## config.mk

```make
export PLATFORM = sky130hd
export DESIGN_NAME = power_mode_ctrl
export DESIGN_NICKNAME = d
export VERILOG_FILES = /design/src/rtl/power_mode_ctrl.sv
export SDC_FILE = /design/constraint.sdc
export NUM_CORES = 1
export LEC_CHECK = 0
export ABC_AREA = 1
export ABC_CLOCK_PERIOD_IN_PS = 2100
export CORE_ASPECT_RATIO = 1.25
export CORE_MARGIN = 2
export CORE_UTILIZATION = 30
export DETAILED_ROUTE_END_ITERATION = 10
export SLEW_MARGIN = 20
export SYNTH_ARGS = -nofsm -noshare
export SYNTH_HDL_FRONTEND = slang
export SYNTH_SLANG_ARGS = --single-unit
export TNS_END_PERCENT = 30
```

## constraint.sdc

```tcl
create_clock -name Clk -period 2.1 [get_ports Clk]
set_input_delay 0.315 -clock Clk [delete_from_list [all_inputs] [get_ports Clk]]
set_output_delay 0.315 -clock Clk [all_outputs]
set_load 0.02 [all_outputs]
```

## src/rtl/power_mode_ctrl.sv

```systemverilog
// power_mode_ctrl: activity-windowed power-mode select with hysteresis, idle clock gating and force override
module power_mode_ctrl #(
  parameter int WINDOW = 16,
  parameter int HI_THRESH = 12,
  parameter int LO_THRESH = 4,
  parameter int LO_WINDOWS = 2,
  parameter int IDLE_GATE = 8
) (
  input  logic       Clk,
  input  logic       Rst,
  input  logic       Op_Valid,
  input  logic       Force_Mode_En,
  input  logic [1:0] Force_Mode,
  output logic [1:0] Power_Mode,
  output logic       Clk_En,
  output logic       Mode_Change
);
  localparam logic [1:0] FULL = 2'b10;
  localparam logic [1:0] HALF = 2'b01;
  localparam logic [1:0] QUARTER = 2'b00;
  localparam int WW = $clog2(WINDOW);
  localparam int AW = $clog2(WINDOW + 1);
  localparam int LW = $clog2(LO_WINDOWS + 1);
  localparam int IW = $clog2(IDLE_GATE + 1);
  logic [WW-1:0] win_cnt;
  logic [AW-1:0] act_cnt, total;
  logic [LW-1:0] low_streak, streak_inc;
  logic [IW-1:0] idle_cnt;
  logic win_end, hi, lo, step, gated;
  logic [1:0] next_mode, down, forced;
  always_comb begin
    win_end = win_cnt == WW'(WINDOW - 1);
    total = act_cnt + AW'(Op_Valid);
    hi = total >= AW'(HI_THRESH);
    lo = total <= AW'(LO_THRESH);
    streak_inc = low_streak + 1'b1;
    step = lo && streak_inc == LW'(LO_WINDOWS);
    down = Power_Mode == FULL ? HALF : QUARTER;
    forced = Force_Mode == 2'b11 ? FULL : Force_Mode;
    next_mode = Force_Mode_En ? forced : !win_end ? Power_Mode : hi ? FULL : step ? down : Power_Mode;
    gated = idle_cnt == IW'(IDLE_GATE);
  end
  assign Clk_En = !gated || Op_Valid;
  always_ff @(posedge Clk) begin
    if (Rst) begin
      Power_Mode <= FULL;
      Mode_Change <= 1'b0;
      win_cnt <= '0;
      act_cnt <= '0;
      low_streak <= '0;
      idle_cnt <= '0;
    end else begin
      Power_Mode <= next_mode;
      Mode_Change <= next_mode != Power_Mode;
      idle_cnt <= Op_Valid ? '0 : gated ? idle_cnt : idle_cnt + 1'b1;
      if (Force_Mode_En) begin
        win_cnt <= '0;
        act_cnt <= '0;
        low_streak <= '0;
      end else begin
        win_cnt <= win_end ? '0 : win_cnt + 1'b1;
        act_cnt <= win_end ? '0 : total;
        low_streak <= !win_end ? low_streak : (lo && !step) ? streak_inc : '0;
      end
    end
  end
endmodule

```

Word-level counts from Yosys, hierarchy flattened
Index checks and enable logic that the tools add are counted.
{ "totals": {"latch_bits": 0, "ff_bits": 18, "word_cells": 33, "output_inout_bits": 4, "ramBits": 0, "n_memories": 0, "rom_bits": 0} }
{ "classes": {"bitwise_logic": 0, "n_eq_ne": 6, "muxes": 7, "reduce_logical": 8, "div": 0, "addsub": 4, "n_shift": 0, "n_mul": 0, "n_lt_le_gt_ge": 2} }
{ "op_table": {"columns": ["cell", "n"], "rows": [
  ["2-bit 2-to-1 mux", 6],
  ["4-bit by 1-bit adder with 4-bit output, second input constant", 2],
  ["4-bit == test, second input constant", 2],
  ["2-bit == test, second input constant", 3],
  ["5-bit by 1-bit adder with 5-bit output", 1],
  ["5-bit by 4-bit >= comparator with 1-bit output, second input constant", 1],
  ["5-bit by 3-bit <= comparator with 1-bit output, second input constant", 1],
  ["2-bit OR reduction", 2],
  ["3-bit OR reduction", 1],
  ["2-bit by 1-bit adder with 2-bit output, second input constant", 1],
  ["1-bit logical AND", 2],
  ["1-bit logical NOT", 2],
  ["2-bit != test", 1],
  ["1-bit logical OR", 1],
  ["1-bit 2-to-1 mux", 1]
]} }

Logic depth before layout (Yosys ltp)
{ "logic_depth": {"depth_word": 8, "depth_mapped": 13, "depth_no_buf": 13} }

Worst setup path before layout
Ideal clock, no wire load.
{ "synth_timing": {"path_kind": "input to register", "from": "in Op_Valid", "to": "reg Mode_Change", "t_arrival_ns": 1.562, "path_buffers": 0, "setup_time_ns": 0.114, "path_stages": 12, "slack_ns": 0.425, "t_required_ns": 1.986, "cell_sequence": "ha_1 ha_1 xnor2_1 inv_1 o21ai_2 nand3_2 nand2_2 nand3_2 nand2_1 nand2_1 nand2_1 a21oi_2"} }
{ "synth_between": {"elab_chain_cells": 8, "elab_cells_between_ends": 9} }
{ "synth_lines": {"columns": ["item", "line", "source"], "rows": [
  ["from (decl)", "11", "input logic Op_Valid,"],
  ["5-bit by 1-bit adder with 5-bit output *", "33", "total = act_cnt + AW'(Op_Valid);"],
  ["5-bit by 3-bit <= comparator with 1-bit output", "35", "lo = total <= AW'(LO_THRESH);"],
  ["1-bit logical AND", "37", "step = lo && streak_inc == LW'(LO_WINDOWS);"],
  ["2-bit 2-to-1 mux", "40", "next_mode = Force_Mode_En ? forced : !win_end ? Power_Mode : hi ? FULL : step ? down : Power_Mode;"],
  ["2-bit 2-to-1 mux * (3 in a row)", "40", null],
  ["2-bit != test *", "54", "Mode_Change <= next_mode != Power_Mode;"],
  ["to (signal assigned)", "54", null],
  ["to (decl)", "16", "output logic Mode_Change"]
]} }
Every way passes the cells marked *; elsewhere a longest branch is shown, timed or not.
A chain may end at the register's enable or synchronous reset.

Final worst setup path
{ "layout_timing": {"from": "reg idle_cnt[0]", "to": "out Clk_En"} }
{ "layout_between": {"elab_chain_cells": 3} }
{ "layout_lines": {"columns": ["item", "line", "source"], "rows": [
  ["from (decl)", "28", "logic [IW-1:0] idle_cnt;"],
  ["from (signal assigned)", "55", "idle_cnt <= Op_Valid ? '0 : gated ? idle_cnt : idle_cnt + 1'b1;"],
  ["4-bit == test", "41", "gated = idle_cnt == IW'(IDLE_GATE);"],
  ["1-bit logical NOT", "43", "assign Clk_En = !gated || Op_Valid;"],
  ["1-bit logical OR", "43", null],
  ["to (decl)", "15", "output logic Clk_En,"]
]} }
Every way passes these cells.

==> flow_summary.toml <==
[critical_path]
cpPeakStageDelay_ns = 0.59
critPathMostFrequentCell = "nand2_1"
cp_max_fo = 3
crit_path_end_kind = "output port"
crit_slowest_cell = "clkdlybuf4s50_1"
critPathKind = "flip-flop to output port"
r2r_end = "Mode_Change$_SDFF_PP0_"
r2r-start = "act_cnt[0]$_SDFF_PP0_"
cp_cell_sequence = "inv_1 > ha_1 > nand2_1 > nor2_1 > nand2_1 > clkdlybuf4s50_1"
critPathTopFamily = "buffers and inverters"
arrival_ns = 1.69
reg2reg_slack_ns = 0.42
cp.required_ns = 1.78
crit_buf_inv = 2
r2r_cells = 12
startpoint_type = "flip-flop"

[grt]
grt-ovfl-total = 0
track_usage = 0.106
grt_first_pass_wirelength_mm = 2.73
grt_max_degree = 11
grt_pass1_vias = 701
antenna_found_initial = 0

[power]
seq_power_share = 0.559
ir_drop_mv = 0.312
p_sw_frac = 0.231
p_sw_uw = 147
p_per_area_nw_per_um2 = 570
intPower_uw = 489
p_clk_frac = 0.337
p_leak_nw = 0.515
power_frac_comb = 0.104

[timing]
layout_setup_ws_ns = 0.0927
finalHoldViolations = 0
finalHoldWorstSlack_ns = 0.460
slew_violations = 0
fmax_mhz = 498
rsz0062_at_grt = "no"
period_minus_slack_ns = 2.01
worst_slew_pin_slew_ns = 0.261
max_slew_margin = 0.824
setup_viol_count_final = 0
finalClockSkew_ns = 0.00537
tns_ns = 0
fin_crit_sh = 0.956

[yosys]
synthTopCellsByArea = "dfxtp_1 42%, inv_1 9.5%, ha_1 8.7%"
syn_area_sq_um = 866
synth_cells = 114
synth_top_cell_area_share = 0.416
syn_nets = 126
synthArstFlopShare = 0
ys_seq_area_frac = 0.416
syn_area_per_cell_sq_um = 7.60
synth_edf_count = 0
yosys.area.top_type = "dfxtp_1"
ys_warn_count = 0
yosysMostFrequentCell = "inv_1"
synthFlopType = "dfxtp_1"
synth_seq_cells = 18
synth_common_cells = "22 x inv_1, 20 x nand2_1, 18 x dfxtp_1"
yosysUniqueCellTypes = 21

[place]
dpl.hpwl_mm = 1.17
pre_cts_ws_ns = -0.135
dp_cells = 165
dpl_cell_area_sq_um = 1060
port_buffers = 9
gp_congestion = 0.828

[final_layout]
multiInputGateArea_sq_um = 443
nNetsFinal = 148
antenna_cells = 0
syn_to_final_growth_pct = 28.8
seq_area_sq_um = 360
fillCellCount = 290
drive_above_1_share = 0.163
stdcell_count = 169
post-route-cell-area_sq_um = 1110

[clocking]
post_cts_buffers = 0
cts_max_path_buffers = 2
cts.sinks = 18
postCtsHoldBufs = 0
clk_latency_ns = 0.30
cts_resized = 0
clk_pin_slew_ns = 0.10
cts_tree = "built"
cts_buffers = 3
root_buffer = "clkbuf_4"
htreeDepth = 1

[die]
start_util = 0.320
pin_count = 10
num_rows = 21
fp.dieW_um = 52.1
core_area_sq_um = 2710
die_area_sq_um = 3330
die_y_um = 64.1

[hold_path]
min_path_cells = 1
whs_endpoint = "win_cnt[0]$_SDFF_PP0_"
hold_start = "win_cnt[0]$_SDFF_PP0_"
hold_class = "flip-flop to flip-flop"

[drt]
drtIter0Drc = 22
drc = 0
post_drt_via_cell_ratio = 4.32
final_antenna_net_count = 0
via_count = 730
wl_mm = 1.47
first_pass_iters = 2
wl_per_cell_um = 8.72

[run]
max_cap_viol_count = 0

[status]
status = "finished clean"
==> power by group through the flow <==
stage | logic [mW] | registers, mW | clock network [mW]
floorplan | 0.0304 | 0.367 | 0
CTS | 0.0664 | 0.356 | 0.227
detailed placement | 0.0661 | 0.363 | 0
global route | 0.0764 | 0.357 | 0.232
global placement | 0.0653 | 0.363 | 0
finish | 0.0662 | 0.356 | 0.214
==> per-stage QoR <==
step / total power [mW] / util
floorplan: 0.397 / -
global placement: 0.428 / 0.391
detailed placement: 0.430 / 0.391
CTS: 0.649 / 0.405
global route: 0.665 / 0.412
finish: 0.636 / 0.412
==> flip-flops by register name, summed over array words and instances, names as in the netlist <==
register	cells
low_streak	2
win_cnt	4
idle_cnt	4
Mode_Change	1
Power_Mode	2
act_cnt	5
==> area by class of cell <==
type	count	share of cell area
multi-input combinational	74	0.397
clock buffer	4	0.0325
sequential	18	0.323
timing repair buffer	17	0.135
tap	34	0.0382
inverter	22	0.0741
==> per-layer routing <==
| metal | track usage | vias to the layer above | wire length [um] | share of wire |
|---|---|---|---|---|
| met5 | 0 | - | 0 | 0 |
| met4 | 0.0691 | 0 | 34 | 0.023 |
| met3 | 0.0140 | 4 | 26 | 0.018 |
| met2 | 0.171 | 5 | 709 | 0.48 |
| met1 | 0.128 | 316 | 704 | 0.48 |
| li1 | - | 405 | - | - |
==> worst max path at each step <==
stage / from / to / slack, ns / cells past startpoint
6_report: idle_cnt[0]$_SDFFE_PP0P_ / Clk_En / 0.09 / 6
3_5_place_dp: Op_Valid / Mode_Change$_SDFF_PP0_ / -0.13 / 13
5_1_grt: idle_cnt[0]$_SDFFE_PP0P_ / Clk_En / 0.01 / 6
3_3_place_gp: Op_Valid / Mode_Change$_SDFF_PP0_ / -0.09 / 13
2_1_floorplan: Op_Valid / Mode_Change$_SDFF_PP0_ / 0.42 / 12
4_1_cts: idle_cnt[0]$_SDFFE_PP0P_ / Clk_En / 0.07 / 6
==> placed cells by master, fill, tap and decap left out <==
cell	count
ha_4	1
a21oi_2	2
xnor2_1	1
clkdlybuf4s50_1	9
o21ai_1	1
a22o_1	1
clkbuf_4	3
buf_4	8
nor2_2	1
dfxtp_1	18
inv_1	22
xnor2_2	1
o21ai_0	3
clkbuf_8	1
nand3_1	8
nand3_2	2
a21oi_1	4
o41ai_1	1
nand2_2	2
nand2_1	20
nor2_1	13
nand4_1	3
o21ai_2	1
nor3_1	2
ha_1	5
xor2_1	1
nor4_1	1
==> kinds of logic after synthesis <==
group / share of synthesized area
simple gates: 0.275
buf+inv: 0.0954
flops: 0.416
compound gates: 0.0968
fa+ha+maj: 0.0867
xor+xnor: 0.0304
==> worst register-to-register path: stages (launching register included) <==
cell and delay [ns]:
dfxtp_1 0.32, ha_1 0.21, ha_4 0.18, xnor2_2 0.20, inv_1 0.07, o21ai_2 0.08, nand3_2 0.12, nand2_1 0.07
nand2_1 0.06, nand2_1 0.08, nand2_1 0.05, nand2_1 0.07, a21oi_2 0.05
Power figures use the tool's default switching activity.
